`src/rtl/divider_seq.sv`:
```
// Multi-cycle restoring shift-subtract divider for the 8085 arithmetic section.
// One ripple-borrow subtractor is reused once per cycle; results are held until the next completion.

module subtractor #(
    parameter int DATASIZE = 8,
    parameter int USE_EXTB = 0
) (
    input  logic [DATASIZE-1:0] iJ,
    input  logic [DATASIZE-1:0] iK,
    input  logic                iB,
    output logic [DATASIZE-1:0] oD,
    output logic [DATASIZE-1:0] oB
);

    logic [DATASIZE:0] borrow_chain;

    // With USE_EXTB=0 the chain starts from a zero borrow regardless of iB.
    assign borrow_chain[0] = (USE_EXTB != 0) ? iB : 1'b0;

    generate
        for (genvar gi = 0; gi < DATASIZE; gi++) begin : g_bit
            assign oD[gi]             = iJ[gi] ^ iK[gi] ^ borrow_chain[gi];
            assign borrow_chain[gi+1] = (~iJ[gi] & iK[gi])
                                      | (~(iJ[gi] ^ iK[gi]) & borrow_chain[gi]);
        end
    endgenerate

    assign oB = borrow_chain[DATASIZE:1];

endmodule

module divider_seq #(
    parameter int DATASIZE = 8
) (
    input  logic                iClk,
    input  logic                iRst,
    input  logic                iStart,
    input  logic [DATASIZE-1:0] iDvd,
    input  logic [DATASIZE-1:0] iDvs,
    output logic                oBusy,
    output logic                oDone,
    output logic [DATASIZE-1:0] oQuo,
    output logic [DATASIZE-1:0] oRem,
    output logic                oDZ
);

    localparam int CNT_W = $clog2(DATASIZE + 1);

    localparam logic [1:0] ST_IDLE = 2'd0;
    localparam logic [1:0] ST_RUN  = 2'd1;
    localparam logic [1:0] ST_DONE = 2'd2;

    logic [1:0]          state_reg,  state_next;
    logic [DATASIZE-1:0] part_reg,   part_next;
    logic [DATASIZE-1:0] shq_reg,    shq_next;
    logic [DATASIZE-1:0] dvs_reg,    dvs_next;
    logic [CNT_W-1:0]    cnt_reg,    cnt_next;
    logic [DATASIZE-1:0] quo_reg,    quo_next;
    logic [DATASIZE-1:0] rem_reg,    rem_next;
    logic                dz_reg,     dz_next;

    logic [DATASIZE-1:0] shifted;
    logic                overflow;
    logic [DATASIZE-1:0] sub_diff;
    logic [DATASIZE-1:0] sub_borrow;
    logic [DATASIZE-2:0] borrow_low_unused;
    logic                accept;
    logic [DATASIZE-1:0] iter_part;
    logic [DATASIZE-1:0] iter_shq;

    // The bit shifted out of the partial remainder means S >= 2^DATASIZE > divisor.
    assign shifted  = {part_reg[DATASIZE-2:0], shq_reg[DATASIZE-1]};
    assign overflow = part_reg[DATASIZE-1];

    subtractor #(
        .DATASIZE (DATASIZE),
        .USE_EXTB (0)
    ) u_sub (
        .iJ (shifted),
        .iK (dvs_reg),
        .iB (1'b0),
        .oD (sub_diff),
        .oB (sub_borrow)
    );

    assign borrow_low_unused = sub_borrow[DATASIZE-2:0];

    assign accept    = overflow | ~sub_borrow[DATASIZE-1];
    assign iter_part = accept ? sub_diff : shifted;
    assign iter_shq  = {shq_reg[DATASIZE-2:0], accept};

    always_comb begin
        state_next = state_reg;
        part_next  = part_reg;
        shq_next   = shq_reg;
        dvs_next   = dvs_reg;
        cnt_next   = cnt_reg;
        quo_next   = quo_reg;
        rem_next   = rem_reg;
        dz_next    = dz_reg;
        case (state_reg)
            ST_IDLE: begin
                if (iStart) begin
                    if (iDvs != '0) begin
                        part_next  = '0;
                        shq_next   = iDvd;
                        dvs_next   = iDvs;
                        cnt_next   = CNT_W'(DATASIZE);
                        state_next = ST_RUN;
                    end else begin
                        quo_next   = '1;
                        rem_next   = iDvd;
                        dz_next    = 1'b1;
                        state_next = ST_DONE;
                    end
                end
            end
            ST_RUN: begin
                part_next = iter_part;
                shq_next  = iter_shq;
                cnt_next  = cnt_reg - CNT_W'(1);
                if (cnt_reg == CNT_W'(1)) begin
                    quo_next   = iter_shq;
                    rem_next   = iter_part;
                    dz_next    = 1'b0;
                    state_next = ST_DONE;
                end
            end
            ST_DONE: begin
                state_next = ST_IDLE;
            end
            default: begin
                state_next = ST_IDLE;
            end
        endcase
    end

    always_ff @(posedge iClk or negedge iRst) begin
        if (!iRst) begin
            state_reg <= ST_IDLE;
            part_reg  <= '0;
            shq_reg   <= '0;
            dvs_reg   <= '0;
            cnt_reg   <= '0;
            quo_reg   <= '0;
            rem_reg   <= '0;
            dz_reg    <= 1'b0;
        end else begin
            state_reg <= state_next;
            part_reg  <= part_next;
            shq_reg   <= shq_next;
            dvs_reg   <= dvs_next;
            cnt_reg   <= cnt_next;
            quo_reg   <= quo_next;
            rem_reg   <= rem_next;
            dz_reg    <= dz_next;
        end
    end

    assign oBusy = (state_reg == ST_RUN);
    assign oDone = (state_reg == ST_DONE);
    assign oQuo  = quo_reg;
    assign oRem  = rem_reg;
    assign oDZ   = dz_reg;

endmodule

```
`config.mk`:
```
export PLATFORM = sky130hd
export DESIGN_NAME = divider_seq
export DESIGN_NICKNAME = d
export VERILOG_FILES = /design/src/rtl/divider_seq.sv
export SDC_FILE = /design/constraint.sdc
export NUM_CORES = 1
export LEC_CHECK = 0
export BUFFER_PORTS_ARGS = -buffer_cell sky130_fd_sc_hd__buf_4
export CORE_ASPECT_RATIO = 2
export CORE_MARGIN = 2
export CORE_UTILIZATION = 55
export DETAILED_ROUTE_END_ITERATION = 16
export GPL_TIMING_DRIVEN = 1
export PLACE_DENSITY = 0.78
export RECOVER_POWER = 50
export SLEW_MARGIN = 10
export SYNTH_ARGS = -nofsm -noshare
export SYNTH_HDL_FRONTEND = slang
export SYNTH_SLANG_ARGS = --single-unit
```
`constraint.sdc`:
```
create_clock -name iClk -period 5.15 [get_ports iClk]
set_input_delay 1.03 -clock iClk [delete_from_list [all_inputs] [get_ports iClk]]
set_output_delay 1.03 -clock iClk [all_outputs]
set_load 0.005 [all_outputs]
```
* Word level (Yosys, flattened, before mapping)
Cells that the tools add are included.
** Storage, ports and cells
- Output and inout bits :: 19
- Input bits :: 19
- Register bits after elaboration :: 47
** Cells by class
- Reduce and logical (&&, ||, !) cells :: 7
- Equal/unequal tests :: 7
- Bitwise operators :: 54
- Muxes and demuxes :: 26
- Add/sub/neg operators :: 1
** Operator list (count)
- 8-bit two-way mux :: 11
- 8-bit one-hot mux with 2 select lines :: 4
- 1-bit inverter :: 16
- 1-bit bitwise AND :: 15
- 1-bit bitwise XOR :: 15
- 4-bit two-way mux :: 2
- 1-bit OR :: 8
- 4-bit one-hot mux with 2 select lines :: 1
- 8-bit nonzero test :: 1
- 2-bit two-way mux :: 3
- 2-bit inequality test, second input constant :: 3
- 3-bit AND reduction :: 2
- 4-bit by 1-bit == test with 1-bit output, second input constant :: 1
- 2-bit one-hot mux with 2 select lines :: 1
- 4-bit AND reduction :: 1
- 4-bit by 1-bit subtractor with 4-bit output, second input constant :: 1
- 1-bit two-way mux :: 3
- 2-bit by 1-bit == test with 1-bit output, second input constant :: 1
- 2-bit == test, second input constant :: 1
- 2-bit zero test :: 1
- 2-bit by 1-bit inequality test with 1-bit output, second input constant :: 1
- 1-bit one-hot mux with 2 select lines :: 1
- 2-bit AND reduction :: 1
- 2-bit nonzero test :: 1

* Depth between registers and ports, before layout
Gate-level depths: netlist of the first run.
- Depth after elaboration :: 21
- Mapped depth :: 14
- Gate-level depth less buffers :: 13

* Cells and area by module
A second synthesis of the first run with hierarchy kept.
** Unflattened totals
- Cells, all modules :: 193
- Area, all modules :: 2339.7 µm²
** Modules (own cells, without submodules)
- divider_seq :: instances 1, cells an instance 167, area each 2119.5 µm²
- subtractor :: instances 1, cells an instance 26, area each 220.2 µm²

* Worst setup path after synthesis of the first run
Ideal clock, no wire load.
- Path kind :: register -> register
- From :: reg shq_reg[7]
- To :: reg rem_reg[5] (netlist: oRem[5])
- Arrival :: 4.104 ns
- Slack :: 0.921 ns
- Stages on the path, launching flop included :: 15
- Path buffers :: 1
- Period minus slack after synthesis :: 4.229 ns
- Cells stage by stage :: dfrtp_1 > inv_1 > ha_1 > fa_1 > fa_1 > fa_1 > fa_1 > fa_1 > fa_1 > fa_1 > nand2b_1 > clkbuf_1 > and2_1 > o31ai_1 > mux2_2
** Between the ends
- Word-level cells in the longest chain between the ends :: 21
- Elaborated cells between the ends (all ways) :: 22
- Classes of those cells :: mux (3); bitwise (19)
** Ends and longest elaborated chain
- from (decl) :: line 55 : logic [DATASIZE-1:0] shq_reg, shq_next;
- from (signal assigned) :: line 151 : shq_reg <= shq_next;
- 1-bit inverter (*) :: line 23 : assign borrow_chain[gi+1] = (~iJ[gi] & iK[gi])
- 1-bit bitwise AND (*) :: line 23
- 1-bit bitwise AND (*) :: line 24 : | (~(iJ[gi] ^ iK[gi]) & borrow_chain[gi]);
- 1-bit OR (*) :: line 24
- 1-bit bitwise AND (*) :: line 24
- 1-bit OR (*) :: line 24
- 1-bit bitwise AND (*) :: line 24
- 1-bit OR (*) :: line 24
- [5 not listed]
- 1-bit OR :: line 24
- 1-bit bitwise AND :: line 24
- 1-bit OR :: line 24
- 1-bit inverter :: line 88 : assign accept = overflow | ~sub_borrow[DATASIZE-1];
- 1-bit OR :: line 88
- 8-bit two-way mux (*) :: line 89 : assign iter_part = accept ? sub_diff : shifted;
- 8-bit two-way mux (*) :: line 122 : if (cnt_reg == CNT_W'(1)) begin
- 8-bit one-hot mux with 2 select lines (*) :: line 101 : case (state_reg)
- to (signal assigned) :: line 155 : rem_reg <= rem_next;
- to (decl) :: line 59 : logic [DATASIZE-1:0] rem_reg, rem_next;
Mark *: on every way between the ends. The rest lies on a longest branch, timed or not. The select of a mux whose other input is x is not followed.
A chain may end at the register's enable or synchronous reset.

* Worst setup path in the final report of the first run
- From :: reg shq_reg[7]
- To :: reg rem_reg[0] (netlist: oRem[0])
** Between the ends
- Word-level cells in the longest chain between the ends :: 21
- Elaborated cells between the ends (all ways) :: 22
- Classes of those cells :: mux (3); bitwise (19)
** Ends and longest elaborated chain (line)
- 1-bit inverter :: 23
- 1-bit bitwise AND :: 23
- 1-bit bitwise AND :: 24
- 1-bit OR :: 24
- 1-bit bitwise AND :: 24
- 1-bit OR :: 24
- 1-bit bitwise AND :: 24
- 1-bit OR :: 24
- [5 not listed]
- 1-bit OR :: 24
- 1-bit bitwise AND :: 24
- 1-bit OR :: 24
- 1-bit inverter :: 88
- 1-bit OR :: 88
- 8-bit two-way mux (*) :: 89
- 8-bit two-way mux (*) :: 122
- 8-bit one-hot mux with 2 select lines (*) :: 101
Marks and branches as above.

==> out/qor.yml, run 1 <==
run_status:
  status: "finished, violations left"
  failed_checks: "max-capacitance violations, max-slew violations"
clock_network:
  root_buffer: "clkbuf_8"
  clk_latency_ps: 300
  clk_pin_slew_ps: 90
  cts_buffer_depth: 2
  cts_hold_buf: 0
  cts_htree_levels: 2
  cts_setup_buffers: 0
  cts_tree: "yes"
  cts_sinks: 47
  post_cts_resized: 0
  cts-buffers-inserted: 5
critical_path:
  crit_type: "reg2reg"
  end_kind: "flip-flop"
  worst_path_most_repeated_cell: "fa_1"
  ff2ff_setup_slack_ps: 630
  required_ps: 5390
  crit_buf_inv: 1
  max_stage_delay_ps: 430
  slowest_stage: "fa_1"
  reg2reg_to: "oRem[0]$_DFFE_PN0P_"
  rr_worst_depth: 13
  cp_cell_sequence: "inv_1 > ha_1 > fa_1 > fa_1 > fa_1 > fa_1 > fa_1 > fa_1 > fa_1 > nand2b_1 > mux2_2 > a21oi_1 > mux2_2"
  cp.arrival_ps: 4750
  cp_max_fo: 14
  r2r_start: "shq_reg[7]$_DFFE_PN0P_"
  cp-start-kind: "flip-flop"
  cp_top_family: "adder cells"
synth:
  syn_nets: 222
  synthCells: 193
  ys_warn_count: 0
  avgSynthCellArea_um2: 11.84
  yosysSeqAreaShare_pct: 51.48
  ys_ff_latch: 47
  netlist_area_um2: 2285
  synth.distinct_cells: 35
floorplan:
  design.core.area_um2: 4046
  die-area_um2: 4717
  initial_core_util_pct: 56.46
  die_w_um: 49.58
  die_y_um: 95.15
  num_io_pins: 38
  num_rows: 33
placed_design:
  pre_cts_slack_ps: 676.2
  port_buffers: 37
  hpwl_um: 3212
  dp.cells: 276
  place_area_um2: 2585
  place.gp.congestion: 0.7496
timing:
  finalSetupViolCount: 0
  finalCritPeriodShare_pct: 87.67
  skew_ps: 10.33
  hold_violations: 0
  setup_ws_ps: 634.9
  tightest_slew_ps: 2403
  max-slew-margin-rel_pct: -60.22
  rsz0062_at_grt: "false"
  period_needed_ps: 4515
  hold_slack_ps: 492.5
  drv_slew: 48
  finalSetupTns_ps: 0
  max_freq_mhz: 221.5
cells_and_area:
  nNetsFinal: 260
  drive_above_1_share_pct: 30.17
  stdcell_area_um2: 2714
  final_cell_mix: "47 x dfrtp_1, 29 x buf_4, 22 x nand2_1, 20 x mux2_2, 15 x inv_1"
  syn_to_final_growth_pct: 18.78
  final_common_cell: "dfrtp_1"
  fin_cells: 284
  diodes: 0
power_and_ir_drop:
  worst_ir_drop_vdd_uv: 463.9
  power_density_nw_per_um2: 716.2
  leakagePower_uw: 0.001241
route:
  num_vias: 1583
  routed_wl_um: 4283
  drt_iter0_markers: 33
  drt_pre_antenna_iters: 4
  wire_per_inst_um: 15.08
  ant_nets: 0
  viasPerCell: 5.574
  drt_drc_violations_left: 0
hold_path:
  min_delay_worst_endpoint: "oQuo[7]$_DFFE_PN0P_"
  hold_path_class: "reg2reg"
  holdPathStages: 1
  worstHoldStart: "oQuo[7]$_DFFE_PN0P_"
grt:
  first_global_vias: 1624
  grt_max_degree: 48
  antenna_found_initial: 0
  grt_first_pass_wirelength_um: 7320
  grt_overflow: 0
  grt_util_all_layers_pct: 20.35
run:
  maxCapViolCount: 1
layer usage:
metal | part of all wire [%] | GRT usage [%] | routed length [um] | vias up
li1 | - | - | - | 748
met1 | 40 | 24.71 | 1720 | 784
met3 | 3.9 | 3.292 | 165 | 7
met2 | 53 | 34.78 | 2279 | 44
met4 | 2.7 | 9.954 | 117 | 0
met5 | 0 | 0 | 0 | -
worst register-to-register path: cells and delay by family (launching register included):
kind / cells / cell delay (ps)
AOI/OAI and AO/OA: 1 / 140
adders and majority gates: 8 / 2980
buffers and inverters: 1 / 60
DFF: 1 / 330
muxes: 2 / 560
and+or+nand+nor: 1 / 390
cells by family after synthesis:
group	Yosys count	synth area share (%)
buffers and inverters	23	4.983
and+or+nand+nor	47	10.08
adders and majority gates	10	7.777
DFF	47	51.48
muxes	26	12.71
AOI/OAI and AO/OA	40	12.98
cell usage after synthesis:
master	instances	area (um^2)
a211oi_1	3	22.52
a21boi_1	1	7.510
a21o_1	4	30.03
a21oi_1	5	25.02
a21oi_2	1	8.760
a2bb2oi_1	1	8.760
and2_1	4	25.02
buf_1	1	3.750
buf_2	1	5.000
buf_6	2	22.52
buf_8	1	15.01
clkbuf_1	3	11.26
dfrtp_1	47	1176
fa_1	7	140.1
ha_1	3	37.54
inv_1	15	56.30
mux2_2	20	225.2
mux2_4	1	15.01
mux2i_1	5	50.05
nand2_1	22	82.58
nand2b_1	2	12.51
nand3_1	1	5.000
nand3b_1	1	7.510
nor2_1	10	37.54
nor3_1	1	5.000
nor3b_1	4	30.03
nor4_2	2	25.02
o21a_1	2	15.01
o21ai_0	3	15.01
o21ai_2	1	8.760
o21bai_1	1	7.510
o22a_1	8	70.07
o22ai_1	2	12.51
o31ai_1	4	30.03
o32ai_1	4	35.03
area by class of cell:
type	instances	area [um^2]
Clock inverter	3	67.56
Fill cell	338	1333
Clock buffer	5	68.82
Multi-Input combinational cell	123	994.7
Inverter	15	56.30
Sequential cell	47	1176
Timing Repair Buffer	39	285.3
Tap cell	52	65.06
where the power goes:
| part | internal (uW) | switching [uW] | total (uW) |
|---|---|---|---|
| clock | 193 | 123 | 316 |
| sequential | 560 | 123 | 682 |
| combinational | 486 | 460 | 945 |
how the worst max path moves through the flow:
stage	from	to	slack (ps)	depth (start not counted)
finish	shq_reg[7]$_DFFE_PN0P_	oRem[0]$_DFFE_PN0P_	630	13
global route	shq_reg[7]$_DFFE_PN0P_	oRem[0]$_DFFE_PN0P_	430	13
CTS	shq_reg[7]$_DFFE_PN0P_	oRem[0]$_DFFE_PN0P_	650	13
detailed placement	shq_reg[7]$_DFFE_PN0P_	oRem[0]$_DFFE_PN0P_	680	13
global placement	shq_reg[7]$_DFFE_PN0P_	oRem[0]$_DFFE_PN0P_	780	13
floorplan	shq_reg[7]$_DFFE_PN0P_	oRem[5]$_DFFE_PN0P_	920	14
stage by stage:
stage	total power (uW)	util, %
2_1_floorplan	1366	-
3_3_place_gp	1612	63.88
3_5_place_dp	1655	63.88
4_1_cts	1974	67.25
5_1_grt	2117	67.07
6_report	1944	67.07
Power figures use the tool's default switching activity.
==> inputs of run 2 (changes only) <==
- clock period: 5.15 -> 4.5 ns (I/O delays scaled with it)
==> out/qor.yml, run 2 (same netlist as run 1, synthesis figures left out) <==
cells_and_area:
  diodes: 0
  syn_to_final_growth_pct: 17.42
  final_common_cell: "dfrtp_1"
  drive_above_1_share_pct: 30.90
  stdcell_area_um2: 2683
  final_cell_mix: "47 x dfrtp_1, 31 x buf_4, 22 x nand2_1, 20 x mux2_2, 15 x inv_1"
  nNetsFinal: 262
timing:
  max-slew-margin-rel_pct: -63.58
  drv_slew: 48
  rsz0062_at_grt: "false"
  period_needed_ps: 4316
  max_freq_mhz: 231.7
  hold_slack_ps: 491.6
  hold_violations: 0
  finalSetupTns_ps: 0
  skew_ps: 4.263
  finalSetupViolCount: 0
  tightest_slew_ps: 2454
  finalCritPeriodShare_pct: 95.91
power_and_ir_drop:
  internal_power_uw: 1352
  p_comb_share_pct: 52.4
  p_switching_uw: 820.4
  power_density_nw_per_um2: 810.0
  power_frac_seq_pct: 36.2
  swShare_pct: 37.76
  p_clk_share_pct: 11.5
  worst_ir_drop_vdd_uv: 527.1
  leakagePower_uw: 0.001232
grt:
  grt_first_pass_wirelength_um: 7389
  grt_overflow: 0
  grt_max_degree: 48
  first_global_vias: 1575
  antenna_found_initial: 0
  grt_util_all_layers_pct: 20.73
critical_path:
  r2r_start: "shq_reg[7]$_DFFE_PN0P_"
  cp.arrival_ps: 4550
  worst_path_most_repeated_cell: "fa_1"
  slowest_stage: "fa_1"
  end_kind: "flip-flop"
  cp-start-kind: "flip-flop"
  cp_max_fo: 4
  cp_cell_sequence: "inv_1 > ha_1 > fa_1 > fa_1 > fa_1 > fa_1 > fa_1 > fa_1 > fa_2 > nand2b_1 > mux2_2 > a21oi_1 > mux2_2"
  required_ps: 4740
  cp-startpoint: "shq_reg[7]$_DFFE_PN0P_"
  crit_type: "reg2reg"
  max_stage_delay_ps: 420
floorplan:
  initial_core_util_pct: 56.46
  die_y_um: 95.15
  die-area_um2: 4717
  design.core.area_um2: 4046
  die_w_um: 49.58
  num_io_pins: 38
  num_rows: 33
clock_network:
  cts-buffers-inserted: 5
  cts_buffer_depth: 2
  clk_pin_slew_ps: 80
  post_cts_resized: 0
  cts_setup_buffers: 0
  root_buffer: "clkbuf_8"
  cts_hold_buf: 0
  cts_sinks: 47
  cts_htree_levels: 2
  cts_tree: "yes"
  clk_latency_ps: 290
route:
  viasPerCell: 5.519
  drt_iter0_markers: 30
  routed_wl_um: 4360
  num_vias: 1573
  drt_drc_violations_left: 0
  ant_nets: 0
  drt_pre_antenna_iters: 4
  wire_per_inst_um: 15.30
placed_design:
  place.gp.congestion: 0.7818
  place_area_um2: 2600
  hpwl_um: 3364
  port_buffers: 37
run_status:
  status: "finished, violations left"
  failed_checks: "max-capacitance violations, max-slew violations"
hold_path:
  hold_path_class: "reg2reg"
  worstHoldStart: "oQuo[5]$_DFFE_PN0P_"
run:
  maxCapViolCount: 1
==> run 2: final timing paths <==
check                                          to  slack (ps)  cells past startpoint
max                           oRem[0]$_DFFE_PN0P_         180                     13
min                           oQuo[5]$_DFFE_PN0P_         490                      1
max reg2reg                   oRem[0]$_DFFE_PN0P_         180                     13
min reg2reg                   oQuo[5]$_DFFE_PN0P_         490                      1
max in group asynchronous  dvs_reg[7]$_DFFE_PN0P_        1750                      1
min in group asynchronous  cnt_reg[0]$_DFFE_PN0P_        1350                      1
==> run 2: power groups by stage <==
| stage | Combinational [uW] | Clock [uW] | Sequential, uW |
|---|---|---|---|
| 6_report | 1140 | 249 | 786 |
| 5_1_grt | 1290 | 277 | 816 |
| 4_1_cts | 1160 | 260 | 789 |
| 3_5_place_dp | 1160 | 0 | 797 |
| 3_3_place_gp | 1090 | 0 | 788 |
| 2_1_floorplan | 796 | 0 | 768 |
==> run 2: cell type report <==
| cell class | instances | area, um^2 |
|---|---|---|
| Fill cell | 345 | 1364 |
| Clock inverter | 1 | 5.005 |
| Multi-Input combinational cell | 123 | 997.2 |
| Tap cell | 52 | 65.06 |
| Inverter | 15 | 56.30 |
| Timing Repair Buffer | 41 | 300.3 |
| Clock buffer | 6 | 82.58 |
| Sequential cell | 47 | 1176 |
==> run 2: per-stage QoR <==
step / power, uW / setup slack [ps] / utilization, % / cells
2_1_floorplan: 1563 / 271.4 / - / 193
3_3_place_gp: 1878 / 299.5 / 64.25 / 278
3_5_place_dp: 1955 / 130.6 / 64.25 / 278
4_1_cts: 2204 / 108.4 / 66.42 / 285
5_1_grt: 2381 / 0.4659 / 66.30 / 285
6_report: 2173 / 184.3 / 66.30 / 285
==> run 2: critical path, delay by kind of cell, from the launching register on <==
kind	cells	cell delay [ps]
AO/OA/AOI/OAI	1	160
flip-flops	1	340
buffers and inverters	1	60
adder cells (fa/ha/maj)	8	2990
AND/OR/NAND/NOR	1	150
multiplexers	2	550
==> run 2: per-layer routing <==
layer,global-route usage (%),vias to the layer above,part of all wire [%]
met4,9.491,0,1.9
met5,0,-,0
met1,25.29,781,40
li1,-,749,-
met2,35.33,37,55
met3,3.762,6,3.8
